$ cat config.mk
export PLATFORM = sky130hd
export DESIGN_NAME = pipe_skid_reg
export DESIGN_NICKNAME = d
export VERILOG_FILES = /design/src/rtl/pipe_skid_reg.sv
export SDC_FILE = /design/constraint.sdc
export NUM_CORES = 1
export LEC_CHECK = 0
export ABC_AREA = 1
export BUFFER_PORTS_ARGS = -buffer_cell sky130_fd_sc_hd__buf_2
export CAP_MARGIN = 40
export CELL_PAD_IN_SITES_DETAIL_PLACEMENT = 0
export CELL_PAD_IN_SITES_GLOBAL_PLACEMENT = 1
export CORE_MARGIN = 4
export CORE_UTILIZATION = 35
export DETAILED_ROUTE_END_ITERATION = 7
export PLACE_DENSITY = 0.81
export SLEW_MARGIN = 20
export SYNTH_ARGS = -nofsm -noshare
export SYNTH_HDL_FRONTEND = slang
export SYNTH_SLANG_ARGS = --single-unit
export TNS_END_PERCENT = 30
$ cat constraint.sdc
create_clock -name clk -period 1.4 [get_ports clk]
set_clock_uncertainty 0.15 [all_clocks]
set_input_delay 0.28 -clock clk [delete_from_list [all_inputs] [get_ports clk]]
set_output_delay 0.28 -clock clk [all_outputs]
set_load 0.02 [all_outputs]
$ cat src/rtl/pipe_skid_reg.sv
// pipe_skid_reg: pipeline stage register with valid/ready handshake,
// two-entry skid buffer (main + skid) and synchronous flush to a bubble.
// in_ready is decoded from the state register only, so there is no
// combinational path from out_ready to in_ready.
// Optional macro PIPE_SKID_STATS_EN adds a saturating stall-cycle counter
// (stall_cnt) and its COUNT_BITS parameter.
module pipe_skid_reg #(
    parameter int                   DATA_BITS    = 32,
    parameter logic [DATA_BITS-1:0] BUBBLE_VALUE = '0
`ifdef PIPE_SKID_STATS_EN
    ,
    parameter int                   COUNT_BITS   = 16
`endif
) (
    input  logic                  clk,
    input  logic                  rst,
    input  logic                  in_valid,
    output logic                  in_ready,
    input  logic [DATA_BITS-1:0]  in_data,
    input  logic                  flush,
    output logic                  out_valid,
    input  logic                  out_ready,
    output logic [DATA_BITS-1:0]  out_data
`ifdef PIPE_SKID_STATS_EN
    ,
    output logic [COUNT_BITS-1:0] stall_cnt
`endif
);

    typedef enum logic [1:0] {
        EMPTY = 2'd0,
        BUSY  = 2'd1,
        FULL  = 2'd2
    } state_t;

    state_t               state;
    logic [DATA_BITS-1:0] main_q;
    logic [DATA_BITS-1:0] skid_q;
    logic                 accept;
    logic                 emit;

    assign out_valid = (state != EMPTY);
    assign in_ready  = (state != FULL);
    assign out_data  = main_q;
    assign accept    = in_valid & in_ready;
    assign emit      = out_valid & out_ready;

    // Occupancy FSM and storage; flush beats every handshake, and any
    // unused encoding falls back to EMPTY with both registers bubbled.
    always_ff @(posedge clk or negedge rst) begin
        if (!rst) begin
            state  <= EMPTY;
            main_q <= BUBBLE_VALUE;
            skid_q <= BUBBLE_VALUE;
        end else if (flush) begin
            state  <= EMPTY;
            main_q <= BUBBLE_VALUE;
            skid_q <= BUBBLE_VALUE;
        end else begin
            case (state)
                EMPTY: begin
                    if (accept) begin
                        state  <= BUSY;
                        main_q <= in_data;
                    end
                end
                BUSY: begin
                    if (accept && emit) begin
                        main_q <= in_data;
                    end else if (accept) begin
                        state  <= FULL;
                        skid_q <= in_data;
                    end else if (emit) begin
                        state  <= EMPTY;
                        main_q <= BUBBLE_VALUE;
                    end
                end
                FULL: begin
                    // in_ready is low here, so only the drain can happen.
                    if (emit) begin
                        state  <= BUSY;
                        main_q <= skid_q;
                        skid_q <= BUBBLE_VALUE;
                    end
                end
                default: begin
                    state  <= EMPTY;
                    main_q <= BUBBLE_VALUE;
                    skid_q <= BUBBLE_VALUE;
                end
            endcase
        end
    end

`ifdef PIPE_SKID_STATS_EN
    // Count cycles where a valid beat is held back; saturate, reset-only clear.
    always_ff @(posedge clk or negedge rst) begin
        if (!rst) begin
            stall_cnt <= '0;
        end else if (out_valid && !out_ready && (stall_cnt != {COUNT_BITS{1'b1}})) begin
            stall_cnt <= stall_cnt + 1'b1;
        end
    end
`endif

endmodule
==> results.sh <==
export IMPL_power_ir_vdd_worst_v=0.000501
export IMPL_timing_hold_worst_start="in_valid"
export IMPL_cap_viol_max_count=0
export IMPL_clock_root_buffer="sky130_fd_sc_hd__clkbuf_8"
export IMPL_fin_crit_ns=1.69
export IMPL_grt_usage=0.187
export IMPL_placedCellCount=806
export IMPL_total_of_warnings_raised_by_yosys=0
export IMPL_pre_cts_slack_ns=-0.271
export IMPL_wire_per_inst_um=14.5
export IMPL_yosys_area_share_xor_xnor=0
export IMPL_total_power_mw=6.11
export IMPL_power_share_switching=0.353
export IMPL_totalNegativeSetupSlack_ns=-14.91
export IMPL_timing_max_transition_violations_final=0
export IMPL_power_frac_seq=0.368
export IMPL_htree_levels=3
export IMPL_crit_chain="buf_4 > nor2_4 > inv_2 > buf_6"
export IMPL_worstSetupEndpointType="primary output"
export IMPL_layout_nets=733
export IMPL_seq_area_frac_synth=0.426
export IMPL_final_cell_count_no_fill=841
export IMPL_grt_ovfl_total=0
export IMPL_whs_path_depth=3
export IMPL_worst_path_stages=4
export IMPL_die_w_um=113
export IMPL_ys_ff_latch=66
export IMPL_cp_slowest_stage_delay_ns=0.45
export IMPL_layout_drive_gt1_share=0.271
export IMPL_criticalPathCategory="flop to primary output"
export IMPL_synth_compound_gate_area_share=0.00355
export IMPL_finish_utilization=0.481
export IMPL_antenna_diode_count=0
export IMPL_cp_max_fanout=5
export IMPL_grt_setup_unrepaired="true"
export IMPL_clk_pin_slew_worst_paths_ns=0.08
export IMPL_place_detailed_hpwl_um=7800
export IMPL_routability_congestion=0.796
export IMPL_headroom_to_the_max_slew_limit=0.713
export IMPL_ios=71
export IMPL_synth_simple_gate_area_share=0.456
export IMPL_dr_first_iter_drc_count=246
export IMPL_finalSetupViolations=67
export IMPL_grt_first_pass_wirelength_um=19200
export IMPL_total_leakage_power_nw=3.12
export IMPL_synth_top_family_by_area="simple AND/OR/NAND/NOR gates"
export IMPL_finalCritPeriodShare=1.21
export IMPL_avgViaCountPerCell=4.72
export IMPL_finalInstanceArea_mm2=0.00521
export IMPL_r2r_start="state[1]"
export IMPL_combPwrFrac=0.331
export IMPL_cellInternalPower_mw=3.96
export IMPL_holdCritPathClass="primary input to flop"
export IMPL_netlist_cell_type_count=22
export IMPL_port_buffer_count=70
export IMPL_cts_num_sinks=66
export IMPL_crit_path_start="state[1]"
export IMPL_maximum_number_of_pins_on_one_net_before_global_route_repair=31
export IMPL_first_pass_drt_iterations=5
export IMPL_timing_final_ws_setup_ns=-0.295
export IMPL_crit_path_start_kind="flop"
export IMPL_critical_path_buf_inv_count=3
export IMPL_initial_utilization=0.358
export IMPL_tritoncts="built"
export IMPL_die_area_mm2=0.0128
export IMPL_cellPowerDensity_mw_per_mm2=1170
export IMPL_clkLatencyLatePin_ns=0.35
export IMPL_post_synthesis_share_of_cell_area_spent_on_full_adders_half_adders_and_majority_gates=0
export IMPL_max_clock_freq_ghz=0.590
export IMPL_critPathTopFamily="flip-flops"
export IMPL_p_switching_mw=2.16
export IMPL_placeableCoreArea_mm2=0.0108
export IMPL_dieHeight_um=113
export IMPL_syn_to_final_growth_pct=34.3
export IMPL_number_of_antenna_violations_at_the_first_check_in_global_routing=0
export IMPL_wl_um=12200
export IMPL_tightest_slew_ns=0.431
export IMPL_synthMuxAreaShare=0
export IMPL_detail_route_drc_violations=0
export IMPL_syn_instance_count=596
export IMPL_synthesis_area_mm2=0.00388
export IMPL_total_cts_buffers=9
export IMPL_via_count=3967
export IMPL_synth_area_per_cell_um2=6.51
export IMPL_final_hold_viol_count=0
export IMPL_worstPathRequired_ns=0.97
export IMPL_number_of_global_route_vias_before_repair=3789
export IMPL_synth_nets=633
export IMPL_status="finished with violations"
export IMPL_crit_path_top_delay_cell="sky130_fd_sc_hd__dfrtp_2"
export IMPL_drtAntennaViolNets=0
export IMPL_clock_power_share=0.301
export IMPL_worstPathArrival_ns=1.26
export IMPL_cts_root_to_sink_buffers=2
export IMPL_r2r_cells=10
export IMPL_placement_cell_area_mm2=0.00458
export IMPL_placement_rows=38
export IMPL_whs_ns=0.102
export IMPL_failed_checks="setup timing"
path summary, 6_finish.rpt:
check | slack (ns) | endpoint
min in group asynchronous | 0.25 | out_data[21]
worst max-delay path | -0.29 | out_valid
worst min register to register | 0.33 | out_data[27]
worst max register to register | -0.29 | out_data[12]
worst min-delay path | 0.10 | state[1]
max in group asynchronous | 0.31 | out_data[24]
power groups by stage:
stage               sequential, mW  clock [mW]  combinational [mW]
CTS                           2.23        1.88                1.79
floorplan                     2.40           0               0.911
global placement              2.26           0                1.67
global route                  2.28        1.97                2.21
detailed placement            2.26           0                1.69
finish                        2.25        1.84                2.02
cells in the final DEF (no fill, tap or decap):
master | Yosys | layout
sky130_fd_sc_hd__nor2_8 | 1 | 1
sky130_fd_sc_hd__nand2_1 | 291 | 261
sky130_fd_sc_hd__clkbuf_8 | 0 | 10
sky130_fd_sc_hd__inv_6 | 0 | 1
sky130_fd_sc_hd__nor2_1 | 35 | 34
sky130_fd_sc_hd__clkbuf_1 | 8 | 1
sky130_fd_sc_hd__nor3_1 | 32 | 32
sky130_fd_sc_hd__buf_6 | 1 | 14
sky130_fd_sc_hd__dfrtp_1 | 66 | 64
sky130_fd_sc_hd__nand2_2 | 3 | 28
sky130_fd_sc_hd__nand2_4 | 0 | 5
sky130_fd_sc_hd__buf_2 | 14 | 67
sky130_fd_sc_hd__dlygate4sd3_1 | 0 | 1
sky130_fd_sc_hd__o31ai_2 | 0 | 1
sky130_fd_sc_hd__buf_12 | 0 | 8
sky130_fd_sc_hd__buf_8 | 0 | 1
sky130_fd_sc_hd__nand3b_1 | 1 | 1
sky130_fd_sc_hd__clkbuf_16 | 0 | 3
sky130_fd_sc_hd__dfrtp_2 | 0 | 2
sky130_fd_sc_hd__bufinv_16 | 0 | 2
sky130_fd_sc_hd__inv_2 | 4 | 4
sky130_fd_sc_hd__clkinv_2 | 0 | 2
sky130_fd_sc_hd__inv_8 | 0 | 1
sky130_fd_sc_hd__a31oi_1 | 1 | 1
sky130_fd_sc_hd__buf_4 | 10 | 30
sky130_fd_sc_hd__inv_1 | 59 | 58
sky130_fd_sc_hd__nand3_2 | 1 | 2
sky130_fd_sc_hd__nor2_4 | 2 | 6
sky130_fd_sc_hd__nand3_1 | 59 | 58
sky130_fd_sc_hd__clkinvlp_4 | 0 | 1
sky130_fd_sc_hd__clkinv_4 | 0 | 1
cell families (layout without fill, tap and decap cells):
kind of cell    count (synthesis)  after routing
simple gates                  427            428
compound gates                  2              2
buf+inv                       101            205
flops                          66             66
area by class of cell:
| cell class | instances | area, µm² |
|---|---|---|
| Tap cell | 140 | 175 |
| Clock inverter | 5 | 77.6 |
| Clock buffer | 11 | 141 |
| Fill cell | 1080 | 5630 |
| Timing Repair Buffer | 124 | 978 |
| Multi-Input combinational cell | 430 | 1920 |
| Inverter | 65 | 262 |
| Sequential cell | 66 | 1650 |
registers in the layout (all words and copies together) (netlist names):
name      flops
state         2
skid_q       32
out_data     32
routing by layer:
| layer | vias up | GRT usage | wire length, µm |
|---|---|---|---|
| met5 | - | 0 | 0 |
| li1 | 2005 | - | - |
| met2 | 93 | 0.309 | 5680 |
| met4 | 0 | 0.0577 | 132 |
| met1 | 1859 | 0.254 | 5820 |
| met3 | 10 | 0.0257 | 526 |
Yosys cell counts:
library cell	count	area, µm²
sky130_fd_sc_hd__nand2_1	291	1090
sky130_fd_sc_hd__dfrtp_1	66	1650
sky130_fd_sc_hd__inv_1	59	221
sky130_fd_sc_hd__nand3_1	59	295
sky130_fd_sc_hd__nor2_1	35	131
sky130_fd_sc_hd__nor3_1	32	160
sky130_fd_sc_hd__buf_2	14	70.1
sky130_fd_sc_hd__buf_4	10	75.1
sky130_fd_sc_hd__clkbuf_1	8	30.0
sky130_fd_sc_hd__inv_2	4	15.0
sky130_fd_sc_hd__buf_1	3	11.3
sky130_fd_sc_hd__nand2_2	3	18.8
sky130_fd_sc_hd__nor2_2	2	12.5
sky130_fd_sc_hd__nor2_4	2	22.5
sky130_fd_sc_hd__a31oi_1	1	6.26
sky130_fd_sc_hd__buf_6	1	11.3
sky130_fd_sc_hd__clkinv_1	1	3.75
sky130_fd_sc_hd__inv_4	1	6.26
sky130_fd_sc_hd__nand3_2	1	10.0
sky130_fd_sc_hd__nand3b_1	1	7.51
sky130_fd_sc_hd__nor2_8	1	20.0
sky130_fd_sc_hd__o31ai_1	1	7.51
timing repair:
item / in CTS / in global routing
endpoints found under the hold margin: 13 / 0
pin swaps: 2 / 17
setup buffers: 5 / 8
cloned: 1 / 4
setup endpoints to repair: 68 / 69
resized for setup: 16 / 50
hold buffers: 1 / 0
worst reg2reg max path, delay by kind of cell (launching register included):
family	cells	cell delay (ns)
buffers and inverters	4	0.54
DFF	1	0.45
and+or+nand+nor	6	0.45
No activity file was read; power rests on OpenSTA's default activity.
